File: src/rtl/rect_fill_engine.sv
// Rectangle fill engine: walks a w x h rectangle row-major from a latched origin, one pixel per cycle.
// Optional macro RECT_CLIP_EN suppresses plot for pixels outside SCREEN_W x SCREEN_H.
module rect_fill_engine #(
    parameter int X_W      = 8,
    parameter int Y_W      = 7,
    parameter int C_W      = 3,
    parameter int SCREEN_W = 160,
    parameter int SCREEN_H = 120
) (
    input  logic           clk,
    input  logic           resetn,
    input  logic [X_W-1:0] data_in,
    input  logic           ld_x,
    input  logic           ld_y,
    input  logic           start_count,
    input  logic [X_W-1:0] rect_w,
    input  logic [Y_W-1:0] rect_h,
    input  logic [C_W-1:0] colour_in,
    output logic [X_W-1:0] x_out,
    output logic [Y_W-1:0] y_out,
    output logic [C_W-1:0] colour_out,
    output logic           plot,
    output logic           busy,
    output logic           done
);

    // state  | meaning
    // S_IDLE | waiting for start_count; origin loads accepted
    // S_DRAW | one pixel per cycle from the snapshot
    // S_DONE | single-cycle done pulse, then back to S_IDLE
    typedef enum logic [1:0] {S_IDLE, S_DRAW, S_DONE} state_t;

    state_t         state_q, state_d;
    logic [X_W-1:0] x0_q, x0_d, xs_q, xs_d, w_q, w_d, cx_q, cx_d;
    logic [Y_W-1:0] y0_q, y0_d, ys_q, ys_d, h_q, h_d, cy_q, cy_d;
    logic [C_W-1:0] col_q, col_d;
    logic           last_col, last_row, draw;
    logic [X_W-1:0] x_sum;
    logic [Y_W-1:0] y_sum;

    always_ff @(posedge clk or negedge resetn) begin
        if (!resetn) begin
            state_q <= S_IDLE;
            x0_q    <= '0;
            y0_q    <= '0;
            xs_q    <= '0;
            ys_q    <= '0;
            w_q     <= '0;
            h_q     <= '0;
            cx_q    <= '0;
            cy_q    <= '0;
            col_q   <= '0;
        end else begin
            state_q <= state_d;
            x0_q    <= x0_d;
            y0_q    <= y0_d;
            xs_q    <= xs_d;
            ys_q    <= ys_d;
            w_q     <= w_d;
            h_q     <= h_d;
            cx_q    <= cx_d;
            cy_q    <= cy_d;
            col_q   <= col_d;
        end
    end

    assign last_col = (cx_q == w_q - 1'b1);
    assign last_row = (cy_q == h_q - 1'b1);

    always_comb begin
        state_d = state_q;
        x0_d    = x0_q;
        y0_d    = y0_q;
        xs_d    = xs_q;
        ys_d    = ys_q;
        w_d     = w_q;
        h_d     = h_q;
        cx_d    = cx_q;
        cy_d    = cy_q;
        col_d   = col_q;

        if (ld_x) x0_d = data_in;
        if (ld_y) y0_d = data_in[Y_W-1:0];

        case (state_q)
            S_IDLE: begin
                if (start_count) begin
                    // snapshot uses pre-edge origin, so a same-edge load only affects the next draw
                    xs_d    = x0_q;
                    ys_d    = y0_q;
                    w_d     = rect_w;
                    h_d     = rect_h;
                    col_d   = colour_in;
                    cx_d    = '0;
                    cy_d    = '0;
                    state_d = (rect_w == '0 || rect_h == '0) ? S_DONE : S_DRAW;
                end
            end
            S_DRAW: begin
                if (last_col) begin
                    cx_d = '0;
                    if (last_row) state_d = S_DONE;
                    else          cy_d    = cy_q + 1'b1;
                end else begin
                    cx_d = cx_q + 1'b1;
                end
            end
            S_DONE:  state_d = S_IDLE;
            default: state_d = S_IDLE;
        endcase
    end

    assign draw       = (state_q == S_DRAW);
    assign x_sum      = xs_q + cx_q;
    assign y_sum      = ys_q + cy_q;
    assign x_out      = draw ? x_sum : '0;
    assign y_out      = draw ? y_sum : '0;
    assign colour_out = draw ? col_q : '0;
    assign busy       = draw;
    assign done       = (state_q == S_DONE);

`ifdef RECT_CLIP_EN
    assign plot = draw && (32'(x_sum) < 32'(SCREEN_W)) && (32'(y_sum) < 32'(SCREEN_H));
`else
    assign plot = draw;
`endif

endmodule

File: config.mk
export PLATFORM = sky130hd
export DESIGN_NAME = rect_fill_engine
export DESIGN_NICKNAME = d
export VERILOG_FILES = /design/src/rtl/rect_fill_engine.sv
export SDC_FILE = /design/constraint.sdc
export NUM_CORES = 1
export LEC_CHECK = 0
export CELL_PAD_IN_SITES_DETAIL_PLACEMENT = 1
export CELL_PAD_IN_SITES_GLOBAL_PLACEMENT = 2
export CORE_MARGIN = 2
export CORE_UTILIZATION = 36
export DETAILED_ROUTE_END_ITERATION = 8
export GPL_ROUTABILITY_DRIVEN = 0
export PLACE_DENSITY_LB_ADDON = 0.25
export SKIP_LAST_GASP = 1
export SLEW_MARGIN = 10
export SYNTH_ARGS = -nofsm -noshare
export SYNTH_HDL_FRONTEND = slang
export SYNTH_SLANG_ARGS = --single-unit
File: constraint.sdc
create_clock -name clk -period 3.6 [get_ports clk]
set_input_delay 1.08 -clock clk [delete_from_list [all_inputs] [get_ports clk]]
set_output_delay 1.08 -clock clk [all_outputs]
set_load 0.03 [all_outputs]
==> results.cfg, run 1 <==
[run_status]
status = finished clean

[timing]
period_share_pct = 96.48
hold_ws_ps = 504.5
finalMaxSlewViolations = 0
worst_pin_slew_ps = 1045
slew_headroom_pct = 30.32
fin_crit_ps = 3473
fin_worst_skew_ps = 16.47
rsz0062_at_grt = true
max_freq_mhz = 287.9
setup_viol = 0
hold_violations = 0

[synthesis]
synth_most_common_cell = dfrtp_1
synthesis.nets = 397
synthTopCellsByCount = 65 x dfrtp_1, 45 x mux2_2, 24 x nor2_1, 21 x a21oi_1, 21 x xnor2_1
async_flop_share_pct = 100.0
synthAdderAreaFrac_pct = 6.754
yosys-top-cells-area = dfrtp_1 43%, mux2_2 14%, ha_1 5.7%
synth_top_area_share_pct = 43.46
synth_flop_cell = dfrtp_1
synth_compound_area_share_pct = 11.43
synth-simple-area-share_pct = 13.71
synth_seq_area_share_pct = 43.46
netlist_area_um2 = 3742
synth-xor-area-share_pct = 7.222
synth_edf_count = 0
synth_top_family_by_area = multiplexers
yosys.area.top_type = dfrtp_1
synth-seq-cells = 65
synthCells = 347
syn_avg_cell_area_um2 = 10.78
synthMuxAreaShare_pct = 14.61
ys_types = 51
yosysWarnings = 0

[cells_and_area]
nFillCells = 1151
final_area_um2 = 4633
finalNetCount = 460
n_antenna_cell = 0
area_growth_pct = 23.80
drive_above_1_share_pct = 21.69

[critical_path]
slowest_delay_ps = 420
path_delay_family = adder cells
critPathMaxFanout = 2
cp_num_buf_inv = 1
reg2reg_setup_slack_ps = 550
critical_path.most_common_cell = a21oi_1
path_class = reg -> out
crit_chain = ha_1, fa_1, a21oi_1, o21bai_1, a21o_1, a21oi_1, xor2_1, nor2_1, buf_4
cp.required_ps = 2520
cp-end-kind = output pin
critPathArrivalTime_ps = 2390
start_kind = flip-flop
crit_slowest_cell = fa_1

[clock_network]
cts_made_buffers = 9
clk_pin_slew_worst_paths_ps = 80
cts-root-buf = clkbuf_8
cts_max_path_buffers = 2
cts_htree_levels = 3
clk_latency_ps = 370
cts_sinks = 65
cts_tree = built
cts_hold_buf = 0

[place]
place_area_um2 = 4446
io_buffers = 51
dpl.hpwl_mm = 7.085

[route]
num_vias = 2862
drt_iter0_markers = 41
met1Wirelength_mm = 4.095
drc = 0
first_pass_iters = 4
routed_wl_mm = 9.206
wl_per_cell_um = 16.71
drt.antenna.violating_nets = 0
wl_met2_mm = 4.489
via_per_inst = 5.194
wl_met3_um = 420
highest_layer = met4

[floorplan]
die_height_um = 106.0
die_w_um = 106.0
start_util_pct = 36.74
row_count = 37
pin_count = 52
die-area_um2 = 11230
fp.coreArea_um2 = 10180

[global_route]
grt_pass1_wl_mm = 15.59
antenna_found_initial = 0
grt_pass1_vias = 3100
grt.overflow.total = 0
track_usage_pct = 18.19
grt_max_degree = 28

[power]
power.density_nw_per_um2 = 511.6
irDropWorstVdd_mv = 0.2704
cellLeakagePower_nw = 2.088

[flow_run]
cap_violations = 0

[hold_path]
hold_path.class = reg -> reg
-- metrics by stage --
step	power, mW	util (%)	TNS [ps]	instances	setup WS (ps)
5_1_grt	2.543	45.49	-8.439	551	-5.345
3_3_place_gp	1.808	43.65	0	534	117.8
4_1_cts	2.406	45.33	-45.18	550	-45.18
3_5_place_dp	1.831	43.65	0	534	87.14
2_1_floorplan	1.482	-	0	347	397.1
6_report	2.370	45.49	0	551	126.7
-- logic make-up (layout without fill, tap and decap cells) --
group / count (synthesis) / in the layout
AO/OA/AOI/OAI: 64 / 64
XOR/XNOR: 30 / 30
adder cells (fa/ha/maj): 19 / 19
buffers and inverters: 24 / 92
flip-flops: 65 / 65
multiplexers: 49 / 49
AND/OR/NAND/NOR: 96 / 96
-- worst register-to-register path, cell delays in order (launching register included) --
cell and delay (ps):
dfrtp_1 450, inv_1 100, ha_1 290, or4_1 530
mux2i_1 170, o21ai_1 130, a221oi_4 350, a31oi_2 220
or4_1 490, a211oi_2 240
-- repair_timing --
action / in CTS / in global routing
setup endpoints to repair: 5 / 7
resized for setup: 5 / 7
buffers inserted: 0 / 1
pin swaps: 0 / 1
-- layout by cell type, fill, tap and decap left out, drive strengths merged, types with 3 or more instances in the layout --
master         netlist  layout
or3                  3       3
dlygate4sd2          0       3
or4                  3       3
nand2b               7       7
nor2b                4       4
ha                  17      17
clkbuf               7      11
nor4                 4       4
mux2                45      45
inv                 12      14
a31oi                7       7
o21ai               14      14
clkdlybuf4s50        0      43
mux2i                4       4
o21bai               3       3
a21o                 6       6
nand2               14      14
a21oi               21      21
xnor2               21      21
nor2                24      24
nand3                9       9
buf                  5      16
nor3                 6       6
xor2                 9       9
and2                 7       7
and3                 3       3
dfrtp               65      65
-- layout make-up --
class,instances,area [um2],area share [%]
clock buffers,10,127.6,2.755
clock inverters,6,50.05,1.080
inverters,12,45.04,0.9722
multi-input cells,258,2023,43.67
flip-flops and latches,65,1628,35.13
well taps,136,170.2,3.673
repair buffers,64,589.3,12.72
-- registers in the layout, indices dropped and copies added (netlist names), 7 cells and up --
register / cells
xs_q: 8
h_q: 7
ys_q: 7
cx_q: 8
cy_q: 7
y0_q: 7
x0_q: 8
w_q: 8
-- power by group --
group | leakage, nW | total (mW) | switching, mW | internal [mW]
Clock | 0.0835 | 0.572 | 0.316 | 0.257
Combinational | 1.20 | 0.862 | 0.462 | 0.400
Sequential | 0.805 | 0.936 | 0.121 | 0.815
-- final timing paths --
check	endpoint	depth (start not counted)	start
worst max-delay path	x_out[6]	9	xs_q[0]$_DFFE_PN0P_
worst min-delay path	xs_q[0]$_DFFE_PN0P_	1	x0_q[0]$_DFFE_PN0P_
worst max register to register	cy_q[4]$_DFFE_PN0P_	9	w_q[0]$_DFFE_PN0P_
worst min register to register	xs_q[0]$_DFFE_PN0P_	1	x0_q[0]$_DFFE_PN0P_
max in group asynchronous	w_q[7]$_DFFE_PN0P_	2	resetn
min in group asynchronous	ys_q[5]$_DFFE_PN0P_	1	resetn
-- layer usage --
layer  GRT usage (%)  vias to the layer above
met5               0                        -
met4           7.519                        0
met3           5.641                       14
met2           30.65                       55
met1           21.56                     1422
li1                -                     1371
Note: power is estimated with default switching activity, not from simulation.
==> run 2: changes to the inputs <==
--- a/config.mk
+++ b/config.mk
@@ -7,7 +7,6 @@
 export LEC_CHECK = 0
 export CELL_PAD_IN_SITES_DETAIL_PLACEMENT = 1
 export CELL_PAD_IN_SITES_GLOBAL_PLACEMENT = 2
-export CORE_MARGIN = 2
 export CORE_UTILIZATION = 36
 export DETAILED_ROUTE_END_ITERATION = 8
 export GPL_ROUTABILITY_DRIVEN = 0
==> results.cfg, run 2 (same netlist as run 1, synthesis figures left out) <==
[clock_network]
clk_latency_ps = 350
cts_max_path_buffers = 2
cts-root-buf = clkbuf_8
cts_setup_buffers = 0
cts_made_buffers = 9
cts_tree = built
clk_pin_slew_worst_paths_ps = 70
cts_hold_buf = 0
cts_htree_levels = 3
cts_sinks = 65

[timing]
period_share_pct = 96.07
fin_crit_ps = 3459
max_freq_mhz = 289.1
finalMaxSlewViolations = 0
worst_pin_slew_ps = 1087
rsz0062_at_grt = true
slew_headroom_pct = 27.50
fin_worst_skew_ps = 11.23
hold_violations = 0
setup_viol = 0
finalSetupTns_ps = 0
layout_setup_ws_ps = 141.3
hold_ws_ps = 507.5

[cells_and_area]
final_cell_mix = 64 x dfrtp_1, 45 x mux2_2, 43 x clkdlybuf4s50_1, 23 x nor2_1, 21 x xnor2_1
final_common_cell = dfrtp_1
n_antenna_cell = 0
finalNetCount = 459
finalNonFillerCells = 545
fin_util_pct = 46.62
final_area_um2 = 4619
area_growth_pct = 23.44
drive_above_1_share_pct = 20.87

[place]
place_ws_ps = 22.01
place_area_um2 = 4442
dpl.cell_count = 531
io_buffers = 51
dpl.hpwl_mm = 6.884

[critical_path]
cp.required_ps = 2520
cp-end-kind = output pin
start_kind = flip-flop
critPathArrivalTime_ps = 2380
critPathMaxFanout = 7
path_class = reg -> out

[power]
cellLeakagePower_nw = 2.102
power_mw = 2.426
power.density_nw_per_um2 = 525.2
irDropWorstVdd_mv = 0.3187

[floorplan]
die_w_um = 104.0
start_util_pct = 37.77
fp.coreArea_um2 = 9910
die-area_um2 = 10810
row_count = 36
pin_count = 52
die_height_um = 104.0

[route]
wl_per_cell_um = 16.84
drt_iter0_markers = 68
drt.antenna.violating_nets = 0
num_vias = 2837
routed_wl_mm = 9.179
via_per_inst = 5.206
drc = 0
first_pass_iters = 4

[global_route]
grt.overflow.total = 0
grt_pass1_wl_mm = 15.73
grt_max_degree = 66
antenna_found_initial = 0
grt_pass1_vias = 3100
track_usage_pct = 18.47

[run_status]
status = finished clean

[hold_path]
hold_path.class = reg -> reg

[flow_run]
cap_violations = 0
==> run 2: cell types whose count changed in the layout (fill, tap and decap cells not counted), moves of 2 or more <==
cell        previous run  this run
clkinvlp_4             2         0
inv_6                  2         0
clkinv_4               2         0
clkinv_2               0         3
==> run 2: repair_timing <==
item                       CTS  global route
gates resized for setup      5             5
pin swaps                    0             0
cloned                       0             0
setup endpoints to repair    5             3
==> run 2: per-layer routing <==
metal	routed length [um]	share of wire, %	track usage [%]	vias up
met3	250	2.7	3.008	14
met1	4327	47	23.37	1419
met2	4418	48	31.33	42
met4	183	2.0	7.551	0
met5	0	0	0	-
li1	-	-	-	1362
==> run 2: worst paths after layout <==
path / start / end / slack, ps / cells past startpoint
worst max-delay path: cy_q[1]$_DFFE_PN0P_ / y_out[3] / 140 / 6
worst min-delay path: y0_q[1]$_DFFE_PN0P_ / y0_q[1]$_DFFE_PN0P_ / 510 / 1
worst max register to register: w_q[0]$_DFFE_PN0P_ / cy_q[4]$_DFFE_PN0P_ / 590 / 9
worst min register to register: y0_q[1]$_DFFE_PN0P_ / y0_q[1]$_DFFE_PN0P_ / 510 / 1
max in group asynchronous: resetn / cy_q[1]$_DFFE_PN0P_ / 2080 / 2
min in group asynchronous: resetn / ys_q[6]$_DFFE_PN0P_ / 910 / 2
==> run 2: power breakdown <==
group | total [mW] | switching (mW) | internal, mW
registers | 0.929 | 0.113 | 0.815
logic | 0.888 | 0.478 | 0.410
clock network | 0.609 | 0.282 | 0.327
==> run 2: layout make-up <==
| class | count | area [um2] |
|---|---|---|
| inverter | 12 | 45.04 |
| tap | 133 | 166.4 |
| timing repair buffer | 63 | 580.6 |
| multi-input combinational | 258 | 2017 |
| clock inverter | 4 | 45.04 |
| fill | 1104 | 5290 |
| clock buffer | 10 | 137.6 |
| sequential | 65 | 1628 |
==> run 2: critical path, cell delays in order, from the launching register on <==
cell and delay, ps:
dfrtp_2 470, ha_1 290, a21o_1 170, a21o_1 190, xnor2_1 140, nor2_1 100, clkdlybuf4s50_1 670
==> run 3: changes to the inputs <==
--- a/config.mk
+++ b/config.mk
@@ -5,9 +5,11 @@
 export SDC_FILE = /design/constraint.sdc
 export NUM_CORES = 1
 export LEC_CHECK = 0
+export ABC_AREA = 1
 export CELL_PAD_IN_SITES_DETAIL_PLACEMENT = 1
 export CELL_PAD_IN_SITES_GLOBAL_PLACEMENT = 2
-export CORE_UTILIZATION = 36
+export CORE_ASPECT_RATIO = 0.75
+export CORE_UTILIZATION = 29
 export DETAILED_ROUTE_END_ITERATION = 8
 export GPL_ROUTABILITY_DRIVEN = 0
 export PLACE_DENSITY_LB_ADDON = 0.25
==> constraint.sdc (replaced) <==
create_clock -name clk -period 3.1 [get_ports clk]
set_input_delay 0.93 -clock clk [delete_from_list [all_inputs] [get_ports clk]]
set_output_delay 0.93 -clock clk [all_outputs]
set_load 0.03 [all_outputs]
==> results.cfg, run 3 <==
[floorplan]
start_util_pct = 29.79
pin_count = 52
fp.coreArea_um2 = 13020
row_count = 36
die_w_um = 135.5
die-area_um2 = 13840
die_height_um = 102.1

[route]
via_per_inst = 4.578
routed_wl_mm = 10.87
first_pass_iters = 4
drt.antenna.violating_nets = 0
num_vias = 3420
drc = 0
drt_iter0_markers = 130
wl_per_cell_um = 14.55

[timing]
setup_viol = 1
period_share_pct = 103.1
fin_worst_skew_ps = 10.14
worst_pin_slew_ps = 977.6
max_freq_mhz = 313.0
finalMaxSlewViolations = 0
hold_violations = 0
layout_setup_ws_ps = -94.88
rsz0062_at_grt = true
fin_crit_ps = 3195
slew_headroom_pct = 34.75

[global_route]
grt_pass1_vias = 3595
grt_max_degree = 66
grt_pass1_wl_mm = 18.28
antenna_found_initial = 0
grt.overflow.total = 0
track_usage_pct = 17.47

[power]
cellLeakagePower_nw = 2.469
irDropWorstVdd_mv = 0.3723
p_comb_share_pct = 53.6
p_sw_share_pct = 45.61
clkPwrFrac_pct = 19.8
seqPwrFrac_pct = 26.6
internal_power_mw = 2.844
p_sw_mw = 2.385
power.density_nw_per_um2 = 1041

[cells_and_area]
final_cell_mix = 124 x nand2_1, 65 x inv_1, 65 x dfrtp_1, 54 x o21ai_0, 38 x nor2_1
drive_above_1_share_pct = 13.02
finalNetCount = 622
fin_util_pct = 38.60
nFillCells = 1569
final_common_cell = nand2_1
area_growth_pct = 29.59
n_antenna_cell = 0

[synthesis]
synthTopCellsByCount = 125 x nand2_1, 66 x inv_1, 65 x dfrtp_1, 59 x o21ai_0, 38 x nor2_1
synth_flop_cell = dfrtp_1
synth_seq_area_share_pct = 41.95
synth-seq-cells = 65
ys_types = 34
synth_edf_count = 0
netlist_area_um2 = 3877
async_flop_share_pct = 100.0
yosys.area.top_type = dfrtp_1
synthCells = 502
synthesis.nets = 552
yosysWarnings = 0
synth_most_common_cell = nand2_1
syn_avg_cell_area_um2 = 7.724
yosys-top-cells-area = dfrtp_1 42%, nand2_1 12%, o21ai_0 7.6%
synth_top_area_share_pct = 41.95

[clock_network]
cts_htree_levels = 3
cts_tree = built
clk_latency_ps = 340
clk_pin_slew_worst_paths_ps = 50
cts_sinks = 65
cts_made_buffers = 9
cts-root-buf = clkbuf_16
cts_hold_buf = 0
cts_max_path_buffers = 2

[flow_run]
cap_violations = 0

[critical_path]
cp-end-kind = output pin
cp.required_ps = 2170
path_class = reg -> out
critPathMaxFanout = 2
start_kind = flip-flop
critPathArrivalTime_ps = 2260

[hold_path]
hold_path.class = reg -> reg

[place]
dpl.hpwl_mm = 8.024
io_buffers = 51
place_ws_ps = 100.8

[run_status]
status = finished, violations left
violations = setup timing
## run 3: power by group through the flow
stage	logic, mW	registers [mW]	clock network, mW
after floorplan	1.85	1.34	0
after global placement	2.70	1.38	0
after detailed placement	2.75	1.39	0
after CTS	2.76	1.39	1.06
after global routing	3.18	1.43	1.09
final	2.80	1.39	1.04
## run 3: area by class of cell
| cell class | instances | area [um2] | area share (%) |
|---|---|---|---|
| inverters | 74 | 277.8 | 5.528 |
| multi-input cells | 352 | 1976 | 39.32 |
| well taps | 171 | 214.0 | 4.258 |
| clock buffers | 12 | 256.5 | 5.105 |
| repair buffers | 70 | 634.4 | 12.62 |
| flip-flops and latches | 65 | 1627 | 32.37 |
| clock inverters | 3 | 40.04 | 0.7968 |
## run 3: what timing repair did
item / 4_1_cts / 5_1_grt
pin swaps: 4 / 4
buffers inserted: 3 / 4
endpoints found under the setup margin: 10 / 7
resized for setup: 14 / 17
## run 3: cell families (layout without fill, tap and decap cells)
group                      Yosys count  in the layout  synth area share [%]
xor gates and xnor gates            24             24                 5.776
adders and majority gates           19             19                 6.518
and+or+nand+nor                    218            218                 24.52
DFF                                 65             65                 41.95
buffers and inverters               85            159                 8.326
AOI/OAI and AO/OA                   91             91                 12.91
## run 3: per-layer routing
layer	GRT usage, %	share of wire [%]
met1	24.80	54
met2	26.15	41
met3	3.720	3.3
met4	6.223	1.3
met5	0	0
## run 3: worst max-delay path, stage by stage, from the launching register on
cell     delay, ps
dfrtp_1        390
ha_2           200
fa_2           340
nand2_1         60
inv_1           50
o21ai_2        110
nand2_1         80
a21o_1         170
a21oi_2        130
xor2_1         170
nor2_1          70
buf_4          170
## run 3: path summary, 6_finish.rpt
path,from,end,slack [ps],cells after the start
max reg2reg,w_q[0]$_DFFE_PN0P_,cy_q[0]$_DFFE_PN0P_,1020,14
min in group asynchronous,resetn,h_q[1]$_DFFE_PN0P_,600,2
max,cy_q[0]$_DFFE_PN0P_,y_out[6],-90,11
max in group asynchronous,resetn,h_q[2]$_DFFE_PN0P_,2190,2
min,ys_q[3]$_DFFE_PN0P_,ys_q[3]$_DFFE_PN0P_,500,2
min reg2reg,ys_q[3]$_DFFE_PN0P_,ys_q[3]$_DFFE_PN0P_,500,2
## run 3: through the flow
step	power [mW]	area (um2)	hold slack, ps	TNS [ps]	cells
floorplan	3.191	3877	459.4	0	502
global placement	4.086	4649	477.1	0	726
detailed placement	4.143	4649	491.0	0	726
CTS	5.213	4971	504.4	-349.0	744
global route	5.701	5025	539.5	-373.2	747
finish	5.229	5025	500.7	-94.88	747
